## src/rtl/mult_result_stage.sv

```systemverilog
// rtl/mult_result_stage.sv - 64-bit product assembly, 2-entry result queue, optional 32-bit beat serializer
module mult_result_stage #(
    parameter int CPA_W = 62,
    parameter int LSB_W = 2,
    parameter int OUT_W = 64
) (
    input  logic             clk,
    input  logic             rst,
    input  logic             in_valid,
    output logic             in_ready,
    input  logic [CPA_W-1:0] in_sum,
    input  logic             in_cout,
    input  logic [LSB_W-1:0] in_lsb,
    output logic             out_valid,
    input  logic             out_ready,
    output logic [OUT_W-1:0] out_data,
    output logic             out_last,
    output logic             err_cout,
    input  logic             err_clr,
    output logic [15:0]      count
);
    localparam int P_W = CPA_W + LSB_W;

    logic [P_W-1:0] mem [2];
    logic           wr_ptr;
    logic           rd_ptr;
    logic [1:0]     occ;
    logic           push;
    logic           pop;
    logic           beat_hs;
    logic [P_W-1:0] head;

    // in_ready looks only at registered occupancy so out_ready never reaches it
    assign in_ready  = !rst && (occ != 2'd2);
    assign push      = in_valid && in_ready;
    assign out_valid = (occ != 2'd0);
    assign beat_hs   = out_valid && out_ready;
    assign pop       = beat_hs && out_last;
    assign head      = mem[rd_ptr];

    always_ff @(posedge clk) begin
        if (push) begin
            mem[wr_ptr] <= {in_sum, in_lsb};
        end
    end

    always_ff @(posedge clk) begin
        if (rst) begin
            wr_ptr <= 1'b0;
            rd_ptr <= 1'b0;
            occ    <= 2'd0;
        end else begin
            wr_ptr <= wr_ptr ^ push;
            rd_ptr <= rd_ptr ^ pop;
            occ    <= occ + {1'b0, push} - {1'b0, pop};
        end
    end

    // a new carry error outranks a clear landing in the same cycle
    always_ff @(posedge clk) begin
        if (rst) begin
            err_cout <= 1'b0;
        end else if (push && in_cout) begin
            err_cout <= 1'b1;
        end else if (err_clr) begin
            err_cout <= 1'b0;
        end
    end

    always_ff @(posedge clk) begin
        if (rst) begin
            count <= 16'd0;
        end else if (pop) begin
            count <= count + 16'd1;
        end
    end

    generate
        if (OUT_W == 32) begin : g_ser
            logic phase;

            // phase 0 sends the low half, phase 1 the high half and retires the head
            always_ff @(posedge clk) begin
                if (rst) begin
                    phase <= 1'b0;
                end else if (beat_hs) begin
                    phase <= ~phase;
                end
            end

            assign out_last = out_valid && phase;
            assign out_data = !out_valid ? '0 :
                              (phase ? head[P_W-1:OUT_W] : head[OUT_W-1:0]);
        end else begin : g_par
            assign out_last = out_valid;
            assign out_data = out_valid ? head : '0;
        end
    endgenerate

endmodule

```

## config.mk

```make
export PLATFORM = sky130hd
export DESIGN_NAME = mult_result_stage
export DESIGN_NICKNAME = d
export VERILOG_FILES = /design/src/rtl/mult_result_stage.sv
export SDC_FILE = /design/constraint.sdc
export NUM_CORES = 1
export LEC_CHECK = 0
export BUFFER_PORTS_ARGS = -buffer_cell sky130_fd_sc_hd__buf_4
export CAP_MARGIN = 20
export CORE_MARGIN = 2
export CORE_UTILIZATION = 50
export DETAILED_ROUTE_END_ITERATION = 8
export PLACE_DENSITY = 0.84
export REMOVE_ABC_BUFFERS = 1
export SLEW_MARGIN = 20
export SYNTH_ARGS = -nofsm -noshare
export SYNTH_HDL_FRONTEND = slang
export SYNTH_SLANG_ARGS = --single-unit
```

## constraint.sdc

```tcl
create_clock -name clk -period 10 [get_ports clk]
set_input_delay 2 -clock clk [delete_from_list [all_inputs] [get_ports clk]]
set_output_delay 2 -clock clk [all_outputs]
set_load 0.05 [all_outputs]
```

==> reports/metrics.cfg, run 1 <==
[run_status]
outcome=completed

[layout]
final_layout_size_suffix_gt1_share_pct=35.51
antenna_cells=0
areaGrowthSynthToFinish_pct=32.44
final_cell_mix=155 x buf_4, 128 x edfxtp_1, 81 x nor2_1, 64 x mux2i_1, 20 x dfxtp_1
fin_area_um2=7677
final_common_cell=buf_4
final_core_util_pct=67.53
fillCellCount=789
nets=613

[yosys]
seq_area_frac_synth_pct=73.56
netlist_area_um2=5797
ys.flop_type=edfxtp_1
ys_ff_latch=149
synth-edff-count=128
synth_cell_types=34
async_flop_share_pct=0
ys_warn_count=0
netlist_instances=383
synth.avg_cell_area_um2=15.14

[placement]
dp_hpwl_um=7434
place.gp.congestion=0.7668
placed_cell_area_um2=7086
portBuffers=153
pre_cts_ws_ns=5.419

[floorplanning]
chipWidth_um=111.7
num_io_pins=154
rows=39
core_um2=11370
die_h_um=111.7
start_util_pct=50.98
die_area_um2=12470

[clock_network]
cts_resized=0
post-cts-setup-buffers=0
numCtsBuffers=17
cts_buffer_depth=2
clk_latency_ns=0.41
cts_tree=yes
cts.root.buffer_cell=clkbuf_16
h-tree-depth=4
postCtsHoldBufs=0
clkTransAtPathRegs_ns=0.06
clkSinkCount=149

[grt]
overflow=0
grt_pass1_wl_um=18150
antenna_found_initial=0
grt_max_degree=66
grt_pass1_vias=3657
track_usage_pct=18.63

[sta]
tightest_slew_ns=0.8888
fin_tns_setup_ns=0
finalHoldViolations=0
finalCritPeriodShare_pct=45.86
setup_viol=0
skew_ns=0.009139
rsz0062_at_grt=false
period_needed_ns=4.586
final.setup.worst_slack_ns=5.414
relSlewSlack_pct=40.75
drv_slew=0
fmaxAchievable_ghz=0.2181

[worst_setup_path]
crit_path_start_kind=input pin
crit_fanout=27
endpoint_kind=output pin
required_ns=8.00
worstPathArrival_ns=2.59
critPathKind=input pin to output pin

[min_path]
hp-class=register to register

[detailed_routing]
dr.pass1.iters=5
finalWirelength_um=11310
via_count=3595
wl_per_cell_um=16.27
drt-met1-wl_um=4581
drc=0
ant_nets=0
viasPerCell=5.173
drt_iter0_markers=224
wl_met2_um=5888
routed.top_layer=met4
met3WireLength_um=773

[flow_run]
drv_cap=0

[pwr]
ir_drop_v=0.0002192
p_per_area_nw_per_um2=283.8
p_leak_nw=2.912
total_power_mw=2.179

## Yosys cell counts, drive strengths merged (2+ instances only)
cell	count	area (µm²)
inv	6	22.52
nand2	5	18.77
nor3	2	10.01
xor2	9	78.83
and4	2	17.52
nor2b	5	31.28
a21oi	7	35.03
nor2	82	307.8
dfxtp	21	420.4
and2	2	12.51
nand4	4	25.02
ha	3	37.54
xnor2	3	26.28
o21ai	2	10.01
nand3	5	25.02
mux2i	64	640.6
clkbuf	7	26.28
edfxtp	128	3844
or3	2	12.51
mux2	3	33.78
buf	11	52.55
## kinds of logic after synthesis
family	count (synthesis)	synth area share, %
flip-flops	149	73.56
buffers and inverters	24	1.748
XOR/XNOR	12	1.813
adder cells (fa/ha/maj)	3	0.6476
AND/OR/NAND/NOR	114	8.958
AO/OA/AOI/OAI	14	1.640
multiplexers	67	11.63
## report_power, final
part           total (mW)  switching [mW]  internal, mW
Clock               0.603           0.237         0.366
Combinational       0.825           0.580         0.246
Sequential          0.751          0.0324         0.718
Total                2.18           0.849          1.33
## flip-flops by register name, indices dropped and copies added (netlist names)
name,count
count,16
wr_ptr,1
occ,2
mem,128
rd_ptr,1
err_cout,1
## worst max-delay path, stage by stage
cell     delay (ns)
buf_4          0.20
a21oi_1        0.16
buf_4          0.22
## layer usage
metal  global-route usage (%)  vias up
met2                    31.11      114
met1                    23.35     1764
li1                         -     1709
met3                    5.716        8
met5                        0        -
met4                    6.173        0
## worst paths after layout
path	to	slack, ns	start	cells after the start
hold reg to reg	count[1]$_SDFFE_PP0P_	0.51	count[1]$_SDFFE_PP0P_	2
hold / removal	count[1]$_SDFFE_PP0P_	0.51	count[1]$_SDFFE_PP0P_	2
setup reg to reg	mem[1][56]$_DFFE_PP_	7.35	occ[0]$_SDFF_PP0_	4
setup / recovery	in_ready	5.41	rst	3
## cell type report
class | instances | area, µm² | share of cell area, %
Clock buffer | 19 | 432.9 | 5.639
Timing Repair Buffer | 156 | 1191 | 15.51
Multi-Input combinational cell | 210 | 1453 | 18.92
Sequential cell | 149 | 4268 | 55.59
Clock inverter | 12 | 131.4 | 1.711
Inverter | 6 | 22.52 | 0.2934
Tap cell | 143 | 178.9 | 2.331
## stage by stage
stage          hold slack [ns]  cells
6_report                0.5085    695
5_1_grt                 0.5527    695
4_1_cts                 0.5123    694
2_1_floorplan           0.5211    365
3_5_place_dp            0.5016    663
3_3_place_gp            0.4861    663
Note: power is estimated with default switching activity, not from simulation.
==> inputs of run 2 (changes only) <==
--- a/config.mk
+++ b/config.mk
@@ -8,9 +8,9 @@
 export BUFFER_PORTS_ARGS = -buffer_cell sky130_fd_sc_hd__buf_4
 export CAP_MARGIN = 20
 export CORE_MARGIN = 2
-export CORE_UTILIZATION = 50
+export CORE_UTILIZATION = 47
 export DETAILED_ROUTE_END_ITERATION = 8
-export PLACE_DENSITY = 0.84
+export PLACE_DENSITY = 0.83
 export REMOVE_ABC_BUFFERS = 1
 export SLEW_MARGIN = 20
 export SYNTH_ARGS = -nofsm -noshare
==> constraint.sdc (replaced) <==
create_clock -name clk -period 3.8 [get_ports clk]
set_input_delay 0.76 -clock clk [delete_from_list [all_inputs] [get_ports clk]]
set_output_delay 0.76 -clock clk [all_outputs]
set_load 0.05 [all_outputs]
==> run 2 against run 1 <==
Effect of this change: critical endpoint is now out_data[5]; flip-flop and latch count did not move; hold slack improved by 0.0095 ns; design area rose by 0.83%; global-route usage fell by 1.2 points; utilization fell by 3.1 points; worst setup slack got worse by 4.4 ns; cell count rose by 1.0%; sequential share of layout area fell by 0.46 points.
==> reports/metrics.cfg, run 2 (synthesized netlist as in run 1, its figures left out) <==
[flow_run]
drv_cap=0  ; unchanged

[worst_setup_path]
crit_chain=nor2_4 -> buf_12 -> nor2_1 -> buf_4
required_ns=3.04  ; -4.96 ns
critPathKind=register to output pin
crit_path_max_incr_delay_ns=0.62  ; +0.40 ns
rrSetupSlack_ns=1.31  ; -6.04 ns
crit_fanout=37  ; +37%
rr_worst_depth=4  ; unchanged
r2r_start=occ[0]$_SDFF_PP0_
slowest_stage=nor2_4
crit_path_start_kind=register
worstPathArrival_ns=2.01  ; -0.58 ns
endpoint_kind=output pin
r2r-end=mem[0][18]$_DFFE_PP_

[layout]
nets=615  ; +0.33%
fillCellCount=864  ; +9.5%
largestRegisters=mem x128, count x16, occ x2
final_cell_mix=155 x buf_4, 128 x edfxtp_1, 81 x nor2_1, 64 x mux2i_1, 20 x dfxtp_1
fin_cells=702  ; +1.0%
regMostFlops=mem
final_layout_size_suffix_gt1_share_pct=35.86  ; +0.35 points
final_common_cell=buf_4
antenna_cells=0  ; unchanged
areaGrowthSynthToFinish_pct=33.54
largest_reg_flops=128  ; unchanged

[sta]
fin_tns_setup_ns=0  ; unchanged
skew_ns=0.006624  ; -0.002515 ns
finalCritPeriodShare_pct=72.82
fmaxAchievable_ghz=0.3614
hold-worst-slack_ns=0.5180  ; +0.009471 ns
tightest_slew_ns=0.7655  ; -0.1233 ns
rsz0062_at_grt=false
drv_slew=0  ; unchanged
final.setup.worst_slack_ns=1.033  ; -4.381 ns
finalHoldViolations=0  ; unchanged
setup_viol=0  ; unchanged
relSlewSlack_pct=48.66  ; +7.9 points
period_needed_ns=2.767

[placement]
dp_hpwl_um=7649  ; +2.9%
place.gp.congestion=0.8095  ; +5.6%
placed_cells=670  ; +1.1%
pre_cts_ws_ns=0.9268  ; -4.492 ns
portBuffers=153  ; unchanged

[floorplanning]
rows=40  ; +2.6%
die_area_um2=13240  ; +6.1%
chipWidth_um=115.1  ; +3.0%
start_util_pct=48.26  ; -2.7 points
core_um2=12010  ; +5.6%
die_h_um=115.1  ; +3.0%
num_io_pins=154  ; unchanged

[clock_network]
numCtsBuffers=17  ; unchanged
cts.root.buffer_cell=clkbuf_16
post-cts-setup-buffers=0  ; unchanged
cts_buffer_depth=2  ; unchanged
cts_resized=0  ; unchanged
cts_tree=yes
h-tree-depth=4  ; unchanged
clk_latency_ns=0.41  ; about the same
clkSinkCount=149  ; unchanged
clkTransAtPathRegs_ns=0.06  ; about the same
postCtsHoldBufs=0  ; unchanged

[grt]
overflow=0  ; unchanged
track_usage_pct=17.40  ; -1.2 points
antenna_found_initial=0  ; unchanged
grt_max_degree=65  ; -1.5%
grt_pass1_vias=3450  ; -5.7%
grt_pass1_wl_um=17090  ; -5.9%

[detailed_routing]
viasPerCell=5.066  ; -2.1%
dr.pass1.iters=4  ; -1
drt_iter0_markers=175  ; -22%
via_count=3556  ; -1.1%
finalWirelength_um=11390  ; +0.73%
wl_per_cell_um=16.23  ; -0.28%
drc=0  ; unchanged
ant_nets=0  ; unchanged

[pwr]
p_per_area_nw_per_um2=750.3  ; +160%
p_leak_nw=2.941  ; +1.0%
ir_drop_v=0.0006069  ; +180%

[min_path]
hp-class=register to register
hold_end=count[1]$_SDFFE_PP0P_
min_from=count[1]$_SDFFE_PP0P_
holdPathStages=2  ; unchanged

[run_status]
outcome=completed

==> run 2: cell types whose count changed in the layout (fill, tap and decap cells not counted), sizes merged <==
cell	change
clkinv	+3
buf	+2
inv	-2
bufinv	+1
clkbuf	-1
==> run 2: area by class of cell <==
type                    count  area, µm²  share of cell area, %
flip-flops and latches    149       4268                  55.13
clock inverters            14      161.4                  2.085
multi-input cells         210       1453                  18.77
repair buffers            158       1224                  15.81
well taps                 147      183.9                  2.376
inverters                   6      22.52                 0.2909
clock buffers              18      429.2                  5.544
==> run 2: layer usage <==
layer	GRT usage [%]	vias to the layer above	part of all wire [%]
met2	29.25	116	51
li1	-	1720	-
met4	7.711	0	1.3
met1	20.18	1708	41
met3	6.168	12	6.7
met5	0	-	0
==> run 2: power by group <==
group / internal, mW / leakage, nW / total, mW / switching, mW
clock network: 1.02 / 0.281 / 1.64 / 0.614
registers: 1.89 / 1.34 / 1.99 / 0.0980
logic: 0.664 / 1.32 / 2.18 / 1.52
total: 3.58 / 2.94 / 5.81 / 2.23
==> run 2: worst max path at each step <==
stage,cells past startpoint,from,endpoint
after floorplan,6,occ[1]$_SDFF_PP0_,occ[0]$_SDFF_PP0_
after global placement,4,rst,mem[0][53]$_DFFE_PP_
after detailed placement,4,rst,mem[0][18]$_DFFE_PP_
after CTS,4,rd_ptr$_SDFF_PP0_,out_data[27]
after global routing,4,occ[1]$_SDFF_PP0_,out_data[5]
final,4,occ[1]$_SDFF_PP0_,out_data[5]
==> run 2: worst max-delay path, delay by kind of cell (launching register included) <==
family | cells | cell delay [ns]
and+or+nand+nor | 2 | 0.71
DFF | 1 | 0.39
buffers and inverters | 2 | 0.48
==> run 2: metrics by stage <==
step           power (mW)  area (µm²)  utilization, %
2_1_floorplan       3.539        5718               -
3_3_place_gp        4.190        7151           59.53
3_5_place_dp        4.222        7151           59.53
4_1_cts             5.870        7741           64.45
5_1_grt             6.024        7741           64.45
6_report            5.808        7741           64.45
==> inputs of run 3 (changes only) <==
==> constraint.sdc (replaced) <==
create_clock -name clk -period 2.2 [get_ports clk]
set_input_delay 0.44 -clock clk [delete_from_list [all_inputs] [get_ports clk]]
set_output_delay 0.44 -clock clk [all_outputs]
set_load 0.05 [all_outputs]
==> run 3 against run 2 <==
Effect of this change: clock-buffer cell count down 1; total power rose by 84%; via count rose by 3.2%; non-clock buffer count up 9; die area unchanged; combinational power grew 84%; clock skew is 0.0034 ns higher; hold slack worse by 0.31 ns; largest cell class unchanged.
==> reports/metrics.cfg, run 3 (synthesized netlist as in run 1, its figures left out) <==
[run_status]
outcome=completed

[layout]
final_layout_size_suffix_gt1_share_pct=37.06  ; +1.2 points
fin_cells=711  ; +1.3%
largestRegisters=mem x128, count x16, occ x2
final_common_cell=buf_4
largest_reg_flops=128  ; unchanged
antenna_cells=0  ; unchanged
regMostFlops=mem
areaGrowthSynthToFinish_pct=37.28
final_cell_mix=159 x buf_4, 128 x edfxtp_1, 81 x nor2_1, 64 x mux2i_1, 18 x dfxtp_1
nets=624  ; +1.5%

[sta]
fmaxAchievable_ghz=0.4726
finalCritPeriodShare_pct=96.17
skew_ns=0.01002  ; +0.003392 ns
tightest_slew_ns=0.3182  ; -0.4472 ns
setup_viol=0  ; unchanged
drv_slew=0  ; unchanged
finalHoldViolations=0  ; unchanged
period_needed_ns=2.116
rsz0062_at_grt=false
final.setup.worst_slack_ns=0.08419  ; -0.9488 ns
relSlewSlack_pct=78.63  ; +30 points

[clock_network]
clkSinkCount=149  ; unchanged
cts_tree=yes
h-tree-depth=4  ; unchanged
numCtsBuffers=17  ; unchanged
clk_latency_ns=0.41  ; about the same
cts.root.buffer_cell=clkbuf_16
cts_buffer_depth=2  ; unchanged
clkTransAtPathRegs_ns=0.06  ; about the same
postCtsHoldBufs=0  ; unchanged

[floorplanning]
start_util_pct=48.26  ; unchanged
die_area_um2=13240  ; unchanged
chipWidth_um=115.1  ; unchanged
core_um2=12010  ; unchanged
num_io_pins=154  ; unchanged
die_h_um=115.1  ; unchanged
rows=40  ; unchanged

[grt]
grt_pass1_wl_um=18170  ; +6.3%
grt_max_degree=44  ; -32%
grt_pass1_vias=3643  ; +5.6%
overflow=0  ; unchanged
track_usage_pct=18.42  ; +1.0 points
antenna_found_initial=0  ; unchanged

[placement]
placed_cells=677  ; +1.0%
pre_cts_ws_ns=0.3330  ; -0.5938 ns
dp_hpwl_um=8133  ; +6.3%
portBuffers=153  ; unchanged
place.gp.congestion=0.7839  ; -3.2%

[pwr]
ir_drop_v=0.0006629  ; +9.2%
p_leak_nw=3.045  ; +3.6%
p_per_area_nw_per_um2=1341  ; +79%

[detailed_routing]
wl_per_cell_um=16.82  ; +3.6%
viasPerCell=5.163  ; +1.9%
finalWirelength_um=11960  ; +5.0%
drc=0  ; unchanged
ant_nets=0  ; unchanged
routed.top_layer=met4
dr.pass1.iters=4  ; unchanged
drt-met1-wl_um=4640  ; -1.2%
via_count=3671  ; +3.2%
drt_iter0_markers=239  ; +37%
wl_met2_um=6216  ; +7.3%
met3WireLength_um=984  ; +30%

[worst_setup_path]
rr_worst_depth=5  ; +1
required_ns=1.76  ; -1.28 ns
crit_buf_inv=2  ; unchanged
crit_path_start_kind=register
critPathTopFamily=flip-flops
crit_path_max_incr_delay_ns=0.47  ; -0.15 ns
path_depth=4  ; unchanged
worstPathArrival_ns=1.68  ; -0.33 ns
crit_path_start=rd_ptr$_SDFF_PP0_
slowest_stage=dfxtp_4
r2r_start=occ[0]$_SDFF_PP0_
r2r-end=mem[0][6]$_DFFE_PP_
critPathKind=register to output pin
crit_chain=buf_12 -> mux2i_1 -> nor2_1 -> buf_4
rrSetupSlack_ns=0.42  ; -0.89 ns
endpoint_kind=output pin
crit_path_end=out_data[2]
crit_fanout=17  ; -54%

[flow_run]
drv_cap=0  ; unchanged

[min_path]
hp-class=input pin to register

run 3: cell count changes in the layout (fill, tap and decap cells not counted), moves of 2 or more:
cell | before | now
dfxtp_2 | 0 | 2
clkinv_4 | 3 | 1
clkinv_2 | 3 | 0
bufinv_16 | 3 | 7
buf_4 | 155 | 159
dfxtp_1 | 20 | 18
buf_12 | 3 | 7
clkinv_1 | 2 | 4
run 3: repair_timing:
action / 4_1_cts / 5_1_grt
endpoints found under the hold margin: 0 / 0
resized for setup: 0 / 3
setup endpoints to repair: 0 / 59
setup buffers: 0 / 2
run 3: worst min-delay path by stage:
stage,start,endpoint,slack (ns),cells after the start
2_1_floorplan,rst,count[14]$_SDFFE_PP0P_,0.51,1
3_3_place_gp,count[14]$_SDFFE_PP0P_,count[14]$_SDFFE_PP0P_,0.49,2
3_5_place_dp,count[1]$_SDFFE_PP0P_,count[1]$_SDFFE_PP0P_,0.51,2
4_1_cts,in_sum[39],mem[0][41]$_DFFE_PP_,0.19,1
5_1_grt,in_sum[29],mem[0][31]$_DFFE_PP_,0.20,1
6_report,in_sum[39],mem[1][41]$_DFFE_PP_,0.21,1
run 3: layout make-up:
class                           instances  area [µm²]
Sequential cell                       149        4270
Fill cell                             827        4054
Multi-Input combinational cell        210        1453
Timing Repair Buffer                  167        1345
Clock buffer                           17       425.4
Clock inverter                         15       257.7
Tap cell                              147       183.9
Inverter                                6       22.52
run 3: power by group:
group | leakage, nW | internal, mW | switching, mW
registers | 1.35 | 3.27 | 0.112
logic | 1.38 | 1.28 | 2.73
clock network | 0.324 | 2.23 | 1.05
total | 3.05 | 6.77 | 3.90
run 3: per-stage QoR:
step	util, %	cell area, µm²	TNS (ns)	hold slack [ns]	total power, mW
final	66.25	7958	0	0.2096	10.67
after global routing	66.25	7958	0	0.1978	11.06
after CTS	65.97	7924	0	0.1923	10.69
after detailed placement	60.28	7241	0	0.5080	7.390
after global placement	60.28	7241	0	0.4891	7.319
after floorplan	-	5718	-207.59	0.5091	6.113
run 3: routing by layer:
metal | GRT usage, % | up-vias
met5 | 0 | -
met4 | 6.586 | 0
met3 | 6.431 | 10
met2 | 31.76 | 122
met1 | 21.39 | 1797
li1 | - | 1742
